### src/rtl/mem_arbiter_pkg.sv
// mem_arbiter_pkg: FSM state encoding and requester ids shared by mem_arbiter and arb_pick
package mem_arbiter_pkg;
   typedef enum logic [1:0] {IDLE, ACCESS, WAIT, DONE} state_t;
   localparam logic REQ_CPU = 1'b0;
   localparam logic REQ_DMA = 1'b1;
endpackage

### src/rtl/arb_pick.sv
// arb_pick: combinational winner select between CPU and DMA, ties go to the one that did not win last
module arb_pick import mem_arbiter_pkg::*; (
   input  logic cpu_req,
   input  logic dma_req,
   input  logic last,
   output logic grant_id,
   output logic valid
);
   always_comb begin
      valid = cpu_req | dma_req;
      grant_id = (cpu_req & dma_req) ? ~last : (dma_req ? REQ_DMA : REQ_CPU);
   end
endmodule

### src/rtl/mem_arbiter.sv
// mem_arbiter: req/ack arbiter sharing one memory between CPU and DMA with LAT-cycle reads.
// Define MEM_ARBITER_RR_EN for round-robin tie-breaking; otherwise the CPU always wins ties.
module mem_arbiter import mem_arbiter_pkg::*; #(
   parameter int AW = 32,
   parameter int DW = 32,
   parameter int LAT = 1
) (
   input  logic          clk,
   input  logic          reset,
   input  logic          cpu_req,
   input  logic          cpu_we,
   input  logic [AW-1:0] cpu_addr,
   input  logic [DW-1:0] cpu_wdata,
   output logic [DW-1:0] cpu_rdata,
   output logic          cpu_ack,
   input  logic          dma_req,
   input  logic          dma_we,
   input  logic [AW-1:0] dma_addr,
   input  logic [DW-1:0] dma_wdata,
   output logic [DW-1:0] dma_rdata,
   output logic          dma_ack,
   output logic          mem_en,
   output logic          mem_we,
   output logic [AW-1:0] mem_addr,
   output logic [DW-1:0] mem_wdata,
   input  logic [DW-1:0] mem_rdata,
   output logic          grant,
   output logic          busy
);
   state_t state;
   logic [1:0] cnt;
   logic [DW-1:0] rd_q;
   logic pick_id, pick_valid, last, sel_we;
   logic [AW-1:0] sel_addr;
   logic [DW-1:0] sel_wdata;
`ifdef MEM_ARBITER_RR_EN
   logic ptr;
   assign last = ptr;
`else
   assign last = REQ_DMA;
`endif
   arb_pick u_pick (
      .cpu_req(cpu_req),
      .dma_req(dma_req),
      .last(last),
      .grant_id(pick_id),
      .valid(pick_valid)
   );
   assign cpu_rdata = rd_q;
   assign dma_rdata = rd_q;
   always_comb begin
      sel_we = pick_id ? dma_we : cpu_we;
      sel_addr = pick_id ? dma_addr : cpu_addr;
      sel_wdata = pick_id ? dma_wdata : cpu_wdata;
   end
   // mem_* registers double as the latched request while in ACCESS
   always_ff @(posedge clk or posedge reset)
      if (reset) begin
         state <= IDLE;
         cnt <= '0;
         rd_q <= '0;
         grant <= 1'b0;
         busy <= 1'b0;
         cpu_ack <= 1'b0;
         dma_ack <= 1'b0;
         mem_en <= 1'b0;
         mem_we <= 1'b0;
         mem_addr <= '0;
         mem_wdata <= '0;
`ifdef MEM_ARBITER_RR_EN
         ptr <= REQ_DMA;
`endif
      end else
         case (state)
            IDLE:
               if (pick_valid) begin
                  state <= ACCESS;
                  grant <= pick_id;
                  busy <= 1'b1;
                  mem_en <= 1'b1;
                  mem_we <= sel_we;
                  mem_addr <= sel_addr;
                  mem_wdata <= sel_wdata;
`ifdef MEM_ARBITER_RR_EN
                  ptr <= pick_id;
`endif
               end
            ACCESS: begin
               state <= mem_we ? DONE : WAIT;
               cnt <= 2'(LAT - 1);
               cpu_ack <= mem_we & ~grant;
               dma_ack <= mem_we & grant;
               mem_en <= 1'b0;
               mem_we <= 1'b0;
               mem_addr <= '0;
               mem_wdata <= '0;
            end
            WAIT:
               if (cnt == 2'd0) begin
                  state <= DONE;
                  rd_q <= mem_rdata;
                  cpu_ack <= ~grant;
                  dma_ack <= grant;
               end else
                  cnt <= cnt - 2'd1;
            DONE: begin
               state <= IDLE;
               busy <= 1'b0;
               cpu_ack <= 1'b0;
               dma_ack <= 1'b0;
            end
            default: state <= IDLE;
         endcase
endmodule
### config.mk
export PLATFORM = sky130hd
export DESIGN_NAME = mem_arbiter
export DESIGN_NICKNAME = d
export VERILOG_FILES = /design/src/rtl/mem_arbiter_pkg.sv /design/src/rtl/arb_pick.sv /design/src/rtl/mem_arbiter.sv
export SDC_FILE = /design/constraint.sdc
export NUM_CORES = 1
export LEC_CHECK = 0
export CAP_MARGIN = 20
export CORE_AREA = 2 2 115 117
export CTS_CLUSTER_DIAMETER = 30
export DETAILED_ROUTE_END_ITERATION = 8
export DIE_AREA = 0 0 117 119
export PLACE_DENSITY = 0.9
export SETUP_SLACK_MARGIN = 0.2
export SKIP_CTS_REPAIR_TIMING = 1
export SLEW_MARGIN = 20
export SYNTH_ARGS = -nofsm -noshare
export SYNTH_HDL_FRONTEND = slang
export SYNTH_HIERARCHICAL = 1
export SYNTH_SLANG_ARGS = --single-unit
export TNS_END_PERCENT = 1
### constraint.sdc
create_clock -name clk -period 5.45 [get_ports clk]
set_input_delay 0.8175 -clock clk [delete_from_list [all_inputs] [get_ports clk]]
set_output_delay 0.8175 -clock clk [all_outputs]
set_load 0.01 [all_outputs]
==> qor.yml <==
outcome: "finished clean"
tightest_slew_ns: 0.945
reg2reg_to: "mem_addr[2]"
hold_end: "mem_wdata[6]"
r2r_slack_ns: 3.33
cp-start-kind: "input pin"
cts_buffer_depth: 2
yosysTopAreaCellShare: 0.521
synth-edff-count: 0
area_growth_pct: 62.0
ant_nets: 0
drcViolationCount: 0
grt_max_degree: 67
r2r_start: "state[1]"
pre_cts_ws_ns: 2.51
hp-start: "mem_wdata[6]"
period_share: 0.470
cts_buffers: 9
tns_ns: 0
cts.clk_slew.worst_paths_ns: 0.07
maxCapViolCount: 0
finalMaxSlewViolations: 0
syn_area_per_cell_sq_um: 11.7
die_area_sq_um: 13900
die_y_microns: 119
ys_ff_latch: 106
gp_congestion: 0.821
htree_levels: 3
clock-skew-final_ns: 0.00527
rows: 42
fin_ws_ns: 2.89
cp.arrival_ns: 2.72
p_switching_mw: 1.55
hpwl_microns: 10900
synthCells: 434
final_hold_viol_count: 0
nets: 864
swShare: 0.351
vias: 4127
io_pins: 300
p_clk_frac: 0.145
drive_above_1_share: 0.135
hold_class: "reg -> reg"
cts.sinks: 106
cts-root-buf: "clkbuf_16"
async_reset_ff_frac: 1.00
syn_nets: 607
port_buffers: 299
synth_area_sq_um: 5100
synth_top_cell_by_area: "dfrtp_1"
worstSetupPathType: "in -> reg"
whs_ns: 0.476
synth-seq-area-share: 0.521
holdPathStages: 2
antenna_found_initial: 0
seqPwrFrac: 0.326
vias_per_cell: 4.73
setup_violations: 0
yosysWarnings: 6
clock_latency_ns: 0.34
maxSlewHeadroom: 0.370
power.density_nw_per_um2: 535
initial_core_util: 0.396
core_sq_um: 12900
fill_cells: 994
layout_min_cycle_time_ns: 2.56
grt_usage: 0.199
rsz0062_at_grt: "no"
power.total_mw: 4.42
wl_microns: 13900
grt_pass1_vias: 4283
cts_tree: "built"
p_leak_nw: 3.52
fmax_mhz: 391
drt-pass1-iter-count: 4
p_int_mw: 2.86
die_x_microns: 117
yosys-top-cells-area: "dfrtp_1 (52%), mux2i_1 (14%), mux2_2 (7.5%)"
drt-wirelength-per-cell_microns: 15.9
num_antenna_cells: 0
ff2ff_path_depth: 5
drt_first_iter_violations: 226
grt.overflow.total: 0
grt_pass1_wl_microns: 21500
ys_types: 25
power_frac_comb: 0.530
ys.flop_type: "dfrtp_1"
critPathRequiredTime_ns: 5.61
end_kind: "flop"
crit_fanout: 66
ir_drop_mv: 0.355
how the worst max path moves through the flow:
stage | start | to | slack (ns) | depth (start not counted)
after floorplan | reset | busy | 1.84 | 1
after global placement | cpu_req | mem_addr[21] | 2.64 | 5
after detailed placement | cpu_req | mem_addr[2] | 2.51 | 5
after CTS | cpu_req | mem_addr[2] | 2.88 | 5
after global routing | cpu_req | mem_addr[23] | 2.74 | 5
final | cpu_req | mem_addr[2] | 2.89 | 5
state kept, by name, indices dropped and copies added (netlist names):
| register | count |
|---|---|
| mem_we | 1 |
| cpu_ack | 1 |
| grant | 1 |
| cnt | 2 |
| mem_en | 1 |
| busy | 1 |
| mem_wdata | 32 |
| mem_addr | 32 |
| cpu_rdata | 32 |
| state | 2 |
| dma_ack | 1 |
power by group through the flow:
| stage | Clock (mW) | Combinational (mW) | Sequential [mW] |
|---|---|---|---|
| finish | 0.639 | 2.34 | 1.44 |
| global route | 0.698 | 2.52 | 1.49 |
| CTS | 0.656 | 2.37 | 1.44 |
| detailed placement | 0 | 2.36 | 1.45 |
| global placement | 0 | 2.29 | 1.42 |
| floorplan | 0 | 1.08 | 1.59 |
synthesized netlist by cell type (all sizes together) (2+ instances only):
library cell and count:
a21boi 2, buf 52, clkbuf 5, dfrtp 106, ha 7, inv 5, mux2 34, mux2i 70
nand2 71, nand2b 2, nor2 2, nor2b 2, o21ai 70, or2 2
placed cells by master (no fill, tap or decap), types with 2 or more instances in the layout:
| cell type | n |
|---|---|
| buf_4 | 3 |
| o21ai_0 | 31 |
| inv_1 | 4 |
| nand2_1 | 71 |
| dfrtp_1 | 106 |
| nor2b_1 | 2 |
| clkinvlp_4 | 2 |
| clkdlybuf4s50_1 | 299 |
| o21ai_1 | 3 |
| mux2i_1 | 69 |
| o21ai_2 | 36 |
| nor2_1 | 2 |
| ha_1 | 7 |
| clkinv_2 | 3 |
| clkbuf_16 | 9 |
| mux2_2 | 34 |
| nand2b_1 | 2 |
layout make-up:
class / count / area (sq um) / area share
Inverter: 5 / 21.3 / 0.00258
Multi-Input combinational cell: 266 / 2030 / 0.246
Sequential cell: 106 / 2650 / 0.321
Clock inverter: 7 / 68.8 / 0.00833
Tap cell: 176 / 220 / 0.0267
Timing Repair Buffer: 303 / 3040 / 0.368
Clock buffer: 9 / 225 / 0.0273
cells by family after synthesis:
group	synth area share
DFF	0.521
other	0.000736
and+or+nand+nor	0.0616
muxes	0.213
adders and majority gates	0.0172
AOI/OAI and AO/OA	0.102
buffers and inverters	0.0849
per-stage QoR:
stage / cell area, sq um / utilization / std cells
floorplan: 5100 / - / 434
global placement: 7960 / 0.619 / 856
detailed placement: 7960 / 0.619 / 856
CTS: 8260 / 0.641 / 872
global route: 8260 / 0.641 / 872
finish: 8260 / 0.641 / 872
routing by layer:
layer  global-route usage  up-vias  part of all wire
li1                     -     1964                 -
met1                0.218     1967              0.37
met2                0.368      175              0.54
met3               0.0407       21             0.072
met4               0.0757        0             0.021
met5                    0        -                 0
worst max-delay path, stage by stage:
cell	delay, ns
clkdlybuf4s50_1	0.46
or2_1	0.31
nand2_1	0.12
or2_4	0.71
o21ai_0	0.27
No activity file was read; power rests on OpenSTA's default activity.
